### src/rtl/hs_data_sync_ctrl.sv
// Destination-side controller for a 4-phase REQ/ACK multi-bit CDC transfer.
// Optional capture parity check is enabled by defining HS_DATA_PARITY_EN.
module hs_data_sync_ctrl #(
    parameter int unsigned BUS_WIDTH   = 8,
    parameter int unsigned TIMEOUT_CYC = 255,
    parameter int unsigned CNT_W       = 8
) (
    input  logic                 D_CLK,
    input  logic                 D_RST,
    input  logic                 SYNC_REQ,
    input  logic [BUS_WIDTH-1:0] UNSYNC_BUS,
    input  logic                 ERR_CLR,
`ifdef HS_DATA_PARITY_EN
    input  logic                 DATA_PAR,
    output logic                 PAR_ERR,
`endif
    output logic                 ACK,
    output logic [BUS_WIDTH-1:0] SYNC_BUS,
    output logic                 ENABLE_PULSE,
    output logic                 BUSY,
    output logic                 TIMEOUT_ERR
);

    typedef enum logic [1:0] {
        ST_IDLE   = 2'd0,
        ST_CAPT   = 2'd1,
        ST_ACK_HI = 2'd2,
        ST_ABORT  = 2'd3
    } state_t;

    localparam logic             TO_EN    = (TIMEOUT_CYC != 32'd0);
    localparam logic [CNT_W-1:0] CNT_LAST = CNT_W'((TIMEOUT_CYC == 32'd0) ? 32'd0 : (TIMEOUT_CYC - 32'd1));
    localparam logic [CNT_W-1:0] CNT_MAX  = '1;

    state_t               state_q, state_d;
    logic                 ack_q, ack_d;
    logic [BUS_WIDTH-1:0] bus_q, bus_d;
    logic                 en_q, en_d;
    logic                 busy_q, busy_d;
    logic                 err_q, err_d;
    logic [CNT_W-1:0]     cnt_q, cnt_d;
    logic                 cap_ok;
`ifdef HS_DATA_PARITY_EN
    logic                 par_q, par_d;
`endif

    // A capture is accepted unless the optional parity check rejects it.
`ifdef HS_DATA_PARITY_EN
    assign cap_ok = ((^UNSYNC_BUS) == DATA_PAR);
`else
    assign cap_ok = 1'b1;
`endif

    // Next-state and next-output logic.
    always_comb begin
        state_d = state_q;
        ack_d   = ack_q;
        bus_d   = bus_q;
        en_d    = 1'b0;
        err_d   = err_q;
        cnt_d   = cnt_q;
`ifdef HS_DATA_PARITY_EN
        par_d   = 1'b0;
`endif

        if (ERR_CLR) begin
            err_d = 1'b0;
        end

        case (state_q)
            ST_IDLE: begin
                ack_d = 1'b0;
                if (SYNC_REQ) begin
                    state_d = ST_CAPT;
                end
            end
            // One settle cycle for the bus; REQ is deliberately ignored here.
            ST_CAPT: begin
                ack_d   = 1'b1;
                cnt_d   = '0;
                state_d = ST_ACK_HI;
                if (cap_ok) begin
                    bus_d = UNSYNC_BUS;
                    en_d  = 1'b1;
                end
`ifdef HS_DATA_PARITY_EN
                else begin
                    par_d = 1'b1;
                end
`endif
            end
            ST_ACK_HI: begin
                if (!SYNC_REQ) begin
                    ack_d   = 1'b0;
                    state_d = ST_IDLE;
                end else if (TO_EN && (cnt_q == CNT_LAST)) begin
                    ack_d   = 1'b0;
                    err_d   = 1'b1;
                    state_d = ST_ABORT;
                end else if (TO_EN && (cnt_q != CNT_MAX)) begin
                    cnt_d = cnt_q + CNT_W'(1);
                end
            end
            // Hold off until the stale REQ has been withdrawn.
            ST_ABORT: begin
                ack_d = 1'b0;
                if (!SYNC_REQ) begin
                    state_d = ST_IDLE;
                end
            end
            default: begin
                ack_d   = 1'b0;
                state_d = ST_IDLE;
            end
        endcase

        busy_d = (state_d != ST_IDLE);
    end

    // State and output registers.
    always_ff @(posedge D_CLK) begin
        if (D_RST) begin
            state_q <= ST_IDLE;
            ack_q   <= 1'b0;
            bus_q   <= '0;
            en_q    <= 1'b0;
            busy_q  <= 1'b0;
            err_q   <= 1'b0;
            cnt_q   <= '0;
`ifdef HS_DATA_PARITY_EN
            par_q   <= 1'b0;
`endif
        end else begin
            state_q <= state_d;
            ack_q   <= ack_d;
            bus_q   <= bus_d;
            en_q    <= en_d;
            busy_q  <= busy_d;
            err_q   <= err_d;
            cnt_q   <= cnt_d;
`ifdef HS_DATA_PARITY_EN
            par_q   <= par_d;
`endif
        end
    end

    assign ACK          = ack_q;
    assign SYNC_BUS     = bus_q;
    assign ENABLE_PULSE = en_q;
    assign BUSY         = busy_q;
    assign TIMEOUT_ERR  = err_q;
`ifdef HS_DATA_PARITY_EN
    assign PAR_ERR      = par_q;
`endif

endmodule

### config.mk
export PLATFORM = sky130hd
export DESIGN_NAME = hs_data_sync_ctrl
export DESIGN_NICKNAME = d
export VERILOG_FILES = /design/src/rtl/hs_data_sync_ctrl.sv
export SDC_FILE = /design/constraint.sdc
export NUM_CORES = 1
export LEC_CHECK = 0
export CAP_MARGIN = 20
export CORE_MARGIN = 2
export CORE_UTILIZATION = 45
export DETAILED_ROUTE_END_ITERATION = 12
export HOLD_SLACK_MARGIN = 0.1
export PLACE_DENSITY = 0.75
export SETUP_SLACK_MARGIN = 0.15
export SYNTH_ARGS = -nofsm -noshare
export SYNTH_HDL_FRONTEND = slang
export SYNTH_SLANG_ARGS = --single-unit
### constraint.sdc
create_clock -name D_CLK -period 4.8 [get_ports D_CLK]
set_clock_uncertainty 0.2 [all_clocks]
set_input_delay 0.96 -clock D_CLK [delete_from_list [all_inputs] [get_ports D_CLK]]
set_output_delay 0.96 -clock D_CLK [all_outputs]
set_load 0.05 [all_outputs]
# After elaboration in Yosys (flattened, before gate mapping)
# Index checks and enable logic that the tools add are counted.
# totals
register_bits,22
input_bits,12
# op_classes
mux,17
add_sub_neg,1
n_reduce_logical,5
eq_ne,9
# op_table
operator,count
2-to-1 mux 8 bit,3
case mux 8 bit (2 select lines),1
"adder 8 x 1 -> 8 bit, second input constant",1
"equality test 8 bit, second input constant",1
2-to-1 mux 2 bit,4
"inequality test 8 bit, second input constant",1
case mux 2 bit (4 select lines),1
2-to-1 mux 1 bit,7
"inequality test 2 bit, second input constant",3
"equality test 2 bit, second input constant",2
AND reduction 4 bit,1
nonzero test 2 bit,2
"inequality test 3 bit, second input constant",1
case mux 1 bit (3 select lines),1
"equality test 2 x 1 -> 1 bit, second input constant",1
zero test 2 bit,1
OR reduction 2 bit,1

# Depth between registers and ports, before layout
# depth
word_depth,5
mapped_depth,6
depth_no_buf,6

# Worst setup path before layout
# No wires, ideal clock.
# synth_timing
path_kind,input port to flip-flop
from,input port SYNC_REQ
to,register cnt_q[5]
path_slack_ns,2.673
setup_time_ns,0.070
cell_stages,4
arrival_time_ns,1.857
cell_sequence,and3b_2 -> nand3_4 -> or4_1 -> a21oi_1
# synth_via
elab_chain_len,2
# synth_lines
element,line_no,source
from (decl),10,"input logic SYNC_REQ,"
inequality test 2 bit (no line),-,
AND reduction 4 bit (no line),-,
to (signal assigned),140,cnt_q <= cnt_d;
to (decl),41,"logic [CNT_W-1:0] cnt_q, cnt_d;"
# No other way between the ends.
# A chain may end at the register's enable or synchronous reset.

# Worst setup path after layout
# layout_timing
from,register bus_q[3] (netlist: SYNC_BUS[3])
to,output port SYNC_BUS[3]
# layout_lines
element,line_no,source
from (decl),37,"logic [BUS_WIDTH-1:0] bus_q, bus_d;"
from (signal assigned),136,bus_q <= bus_d;
to (decl),18,"output logic [BUS_WIDTH-1:0] SYNC_BUS,"
# No word-level cell between the ends.

==> results.txt <==
The synthesized-area fraction occupied by ao, oa, aoi and oai cells works out to 18.9%. For hold timing, the worst endpoint is SYNC_BUS[2]. Clock latency on the worst-skew pair: 0.30 ns.

For the number of buffers on the longest clock path, the log shows 2. For this run the aggregate overflow at the end of global routing stands at 0. The multiplexer area fraction after synthesis works out to 0%. Power comes to 0.346 mW. The level count of the clock H-tree is 1.

For flop-to-flop paths, the worst setup slack is 2.68 ns. Summing the areas of all fa, ha and maj instances in the mapped netlist gives 2.72% of the synthesized area. The die covers 2420 µm².

By area, the combinational part of the netlist is dominated by simple AND/OR/NAND/NOR gates. The tools report the final-stage net count as 144. The remaining design rule violation count came out at 0. For the number of antenna violations at the first check in global routing, the log shows 0. In the final timing run, aggregate negative setup slack is 0 ns. Setup repair after global routing left no endpoint under its margin. Counting every net in the synthesized netlist gives 120. For this configuration, the core starts out at a cell density of 47.3%. Path class of the lowest-slack min-delay path: reg2reg.

For the pin with the worst max-slew slack, the measured transition is 0.565 ns. The final hold violation count was 0. For the worst setup timing slack at the placement stage, the log shows 2.03 ns. The clock sink total is 22, and the total via count after detailed routing is 840. The hold path depth was 2. The dominant delay contributor by cell family on the critical path was buffers and inverters. The die is 49.2 µm wide. STA classifies the critical path endpoint as a primary output. The number of synthesized flops with an enable pin is 0, and the number of max-capacitance violations reported is 0. In the synthesized netlist the async set-or-reset flop fraction comes to 0%. Averaged over all synthesized cells, the footprint is 8.66 µm². The count of final max-slew check failures is 0. The tools report the first-iteration detailed-routing DRC count as 29. All-layer global routing usage: 17.7%. The smallest clock period supported by the final layout is computed as 2.64 ns. The reg-to-reg endpoint is cnt_q[5]. Setup-violating endpoint count in the final report: 0. The worst path meets setup with 2.16 ns of slack.

The tools report the distinct cell type count of the synthesized netlist as 29. The run finished with clean final reports. For this design the ratio of total power to cell area is 288 nW/µm². For the area of the placeable core, the log shows 1940 µm². Number of flip-flops and latches in the synthesized netlist: 22. The share of the Yosys chip area taken by registers is 48.0%. Port buffering added 23 buffers. The tightest slew margin relative to the limit came out at 62.2%.

Average via count per standard cell: 5.38. Dividing the final minimum period by the clock period gives 55.0%. The synthesized netlist devotes 0.954% of its cell area to XOR and XNOR gates. After clock tree synthesis, the clock-pin slew on the worst setup and hold paths is 0.12 ns. The half-perimeter wire length after detailed placement is 1420 µm, and the buffers plus inverters on the worst setup path is 1. In this run the static leakage power is 0.407 nW.

The synthesized netlist devotes 26.0% of its cell area to simple gates. The largest stage delay on the critical path is 0.82 ns, and the number of top-level design ports is 24. In this run the post-CTS setup repair buffer count came out at 0. For this block, the routed nets add up to 1980 µm of wire. The area growth from synthesis to layout is 30.9%. Counting the buffers created by CTS gives 3. The number of cells on the worst reg-to-reg path is 6. The post-route netlist has 6.20% of its cells at a drive strength greater than 1. The run gives 784 as the via count of the first global-routing pass. After technology mapping, the gate count stands at 106.

From bottom edge to top edge, the die measures 49.2 µm. Clock tree synthesis selected as its root buffer the cell clkbuf_4. Once detail routing completed, the nets flagged for antenna violations numbered 0. For this run, the number of Yosys warnings is 0.

The type of element launching the critical path was a register. The slowest cell on the critical path was clkdlybuf4s50_1. Post-CTS repair changed the size of 0 cells.

The setup path with the least slack is of type reg2out. The startpoint identified for the worst register-to-register timing path is cnt_q[0]. The highest net fanout along the worst path is 2. Data on the critical path arrives at its endpoint at 1.48 ns. After floorplanning, the core was divided into 16 placement rows. Mapped cell area: 918 µm². The worst-case IR drop observed on VDD is 0.000273 V. The repair_antennas step left the layout with diodes totalling 0.

In the final routed layout, each cell accounts on average for 12.7 µm. At the worst endpoint, the required time is 3.64 ns. The logs give 18 for the maximum number of pins on one net before global-route repair and 379 MHz for the achievable frequency.

The startpoint identified for the worst hold timing path is SYNC_BUS[2]. TritonCTS built the clock tree. The critical path goes through clkdlybuf4s50_1.

The logs give 4 for the first-pass iteration count of the detailed router and 0 for the quantity of hold-fixing buffers added after cts. Among all flip-flop cells after synthesis, the most frequent one is dfxtp_1. For the wire length of the first global-routing pass, the log shows 3280 µm. At the end of routability-driven placement, the weighted congestion stood at 0.861.
final cells by class:
cell class	instances	area, µm²
Clock buffer	4	36.3
Fill cell	185	739
Inverter	4	15.0
Multi-Input combinational cell	76	447
Sequential cell	22	440
Tap cell	27	33.8
Timing Repair Buffer	23	230
logic make-up (layout without fill, tap and decap cells):
logic type	Yosys count	after routing
flip-flops	22	22
XOR/XNOR	1	1
AND/OR/NAND/NOR	46	46
adder cells (fa/ha/maj)	2	2
buffers and inverters	8	31
AO/OA/AOI/OAI	27	27
power breakdown:
part | switching, mW | internal (mW)
logic | 0.0317 | 0.0212
registers | 0.00364 | 0.189
clock network | 0.0546 | 0.0463
total | 0.0899 | 0.256
worst max path at each step:
stage | startpoint | end | cells after the start
3_3_place_gp | SYNC_REQ | cnt_q[5] | 5
3_5_place_dp | SYNC_REQ | cnt_q[5] | 5
6_report | SYNC_BUS[3] | SYNC_BUS[3] | 1
4_1_cts | SYNC_BUS[3] | SYNC_BUS[3] | 1
2_1_floorplan | SYNC_REQ | cnt_q[5] | 4
5_1_grt | SYNC_BUS[7] | SYNC_BUS[7] | 1
registers in the layout (all words and copies together), names as in the netlist:
register	cells
SYNC_BUS	8
cnt_q	8
ACK	1
ENABLE_PULSE	1
TIMEOUT_ERR	1
state_q	2
BUSY	1
layer usage:
metal,vias to the layer above,GRT usage [%],wire [µm]
li1,423,-,-
met5,-,0,0
met3,6,4.91,131
met1,377,20.1,882
met2,34,30.6,912
met4,0,7.62,51
synthesized netlist by cell type, types with 3 or more instances:
library cell | instances | share of area (%)
a211oi_1 | 3 | 2.5
a21oi_1 | 13 | 7.1
and3_1 | 3 | 2.0
clkbuf_1 | 3 | 1.2
dfxtp_1 | 22 | 48
inv_1 | 4 | 1.6
nand2_1 | 20 | 8.2
nand3_1 | 5 | 2.7
nor2_1 | 6 | 2.5
o31ai_1 | 3 | 2.5
cells in the final DEF, fill, tap and decap left out, drive strengths merged, types with 3 or more instances in the layout:
cell type	instances
o31ai	3
nand3	6
dfxtp	22
and3	3
a211oi	3
clkdlybuf4s50	23
nand2	20
nor2	6
inv	4
a21oi	13
clkbuf	4
per-stage QoR:
step           area [µm²]  std cells  hold slack [ns]  util, %
4_1_cts              1200        156            0.267     61.9
6_report             1200        156            0.262     61.9
5_1_grt              1200        156            0.290     61.9
3_5_place_dp         1170        152            0.250     60.1
2_1_floorplan         918        106            0.274        -
3_3_place_gp         1170        152            0.243     60.1
worst reg2reg max path: stages, from the launching register on:
cell and delay (ns):
dfxtp_1 0.44, inv_1 0.09, ha_1 0.22, o21ai_0 0.33
nor3_1 0.12, or4_1 0.51, a21oi_1 0.16
(Power assumes the default switching activity.)
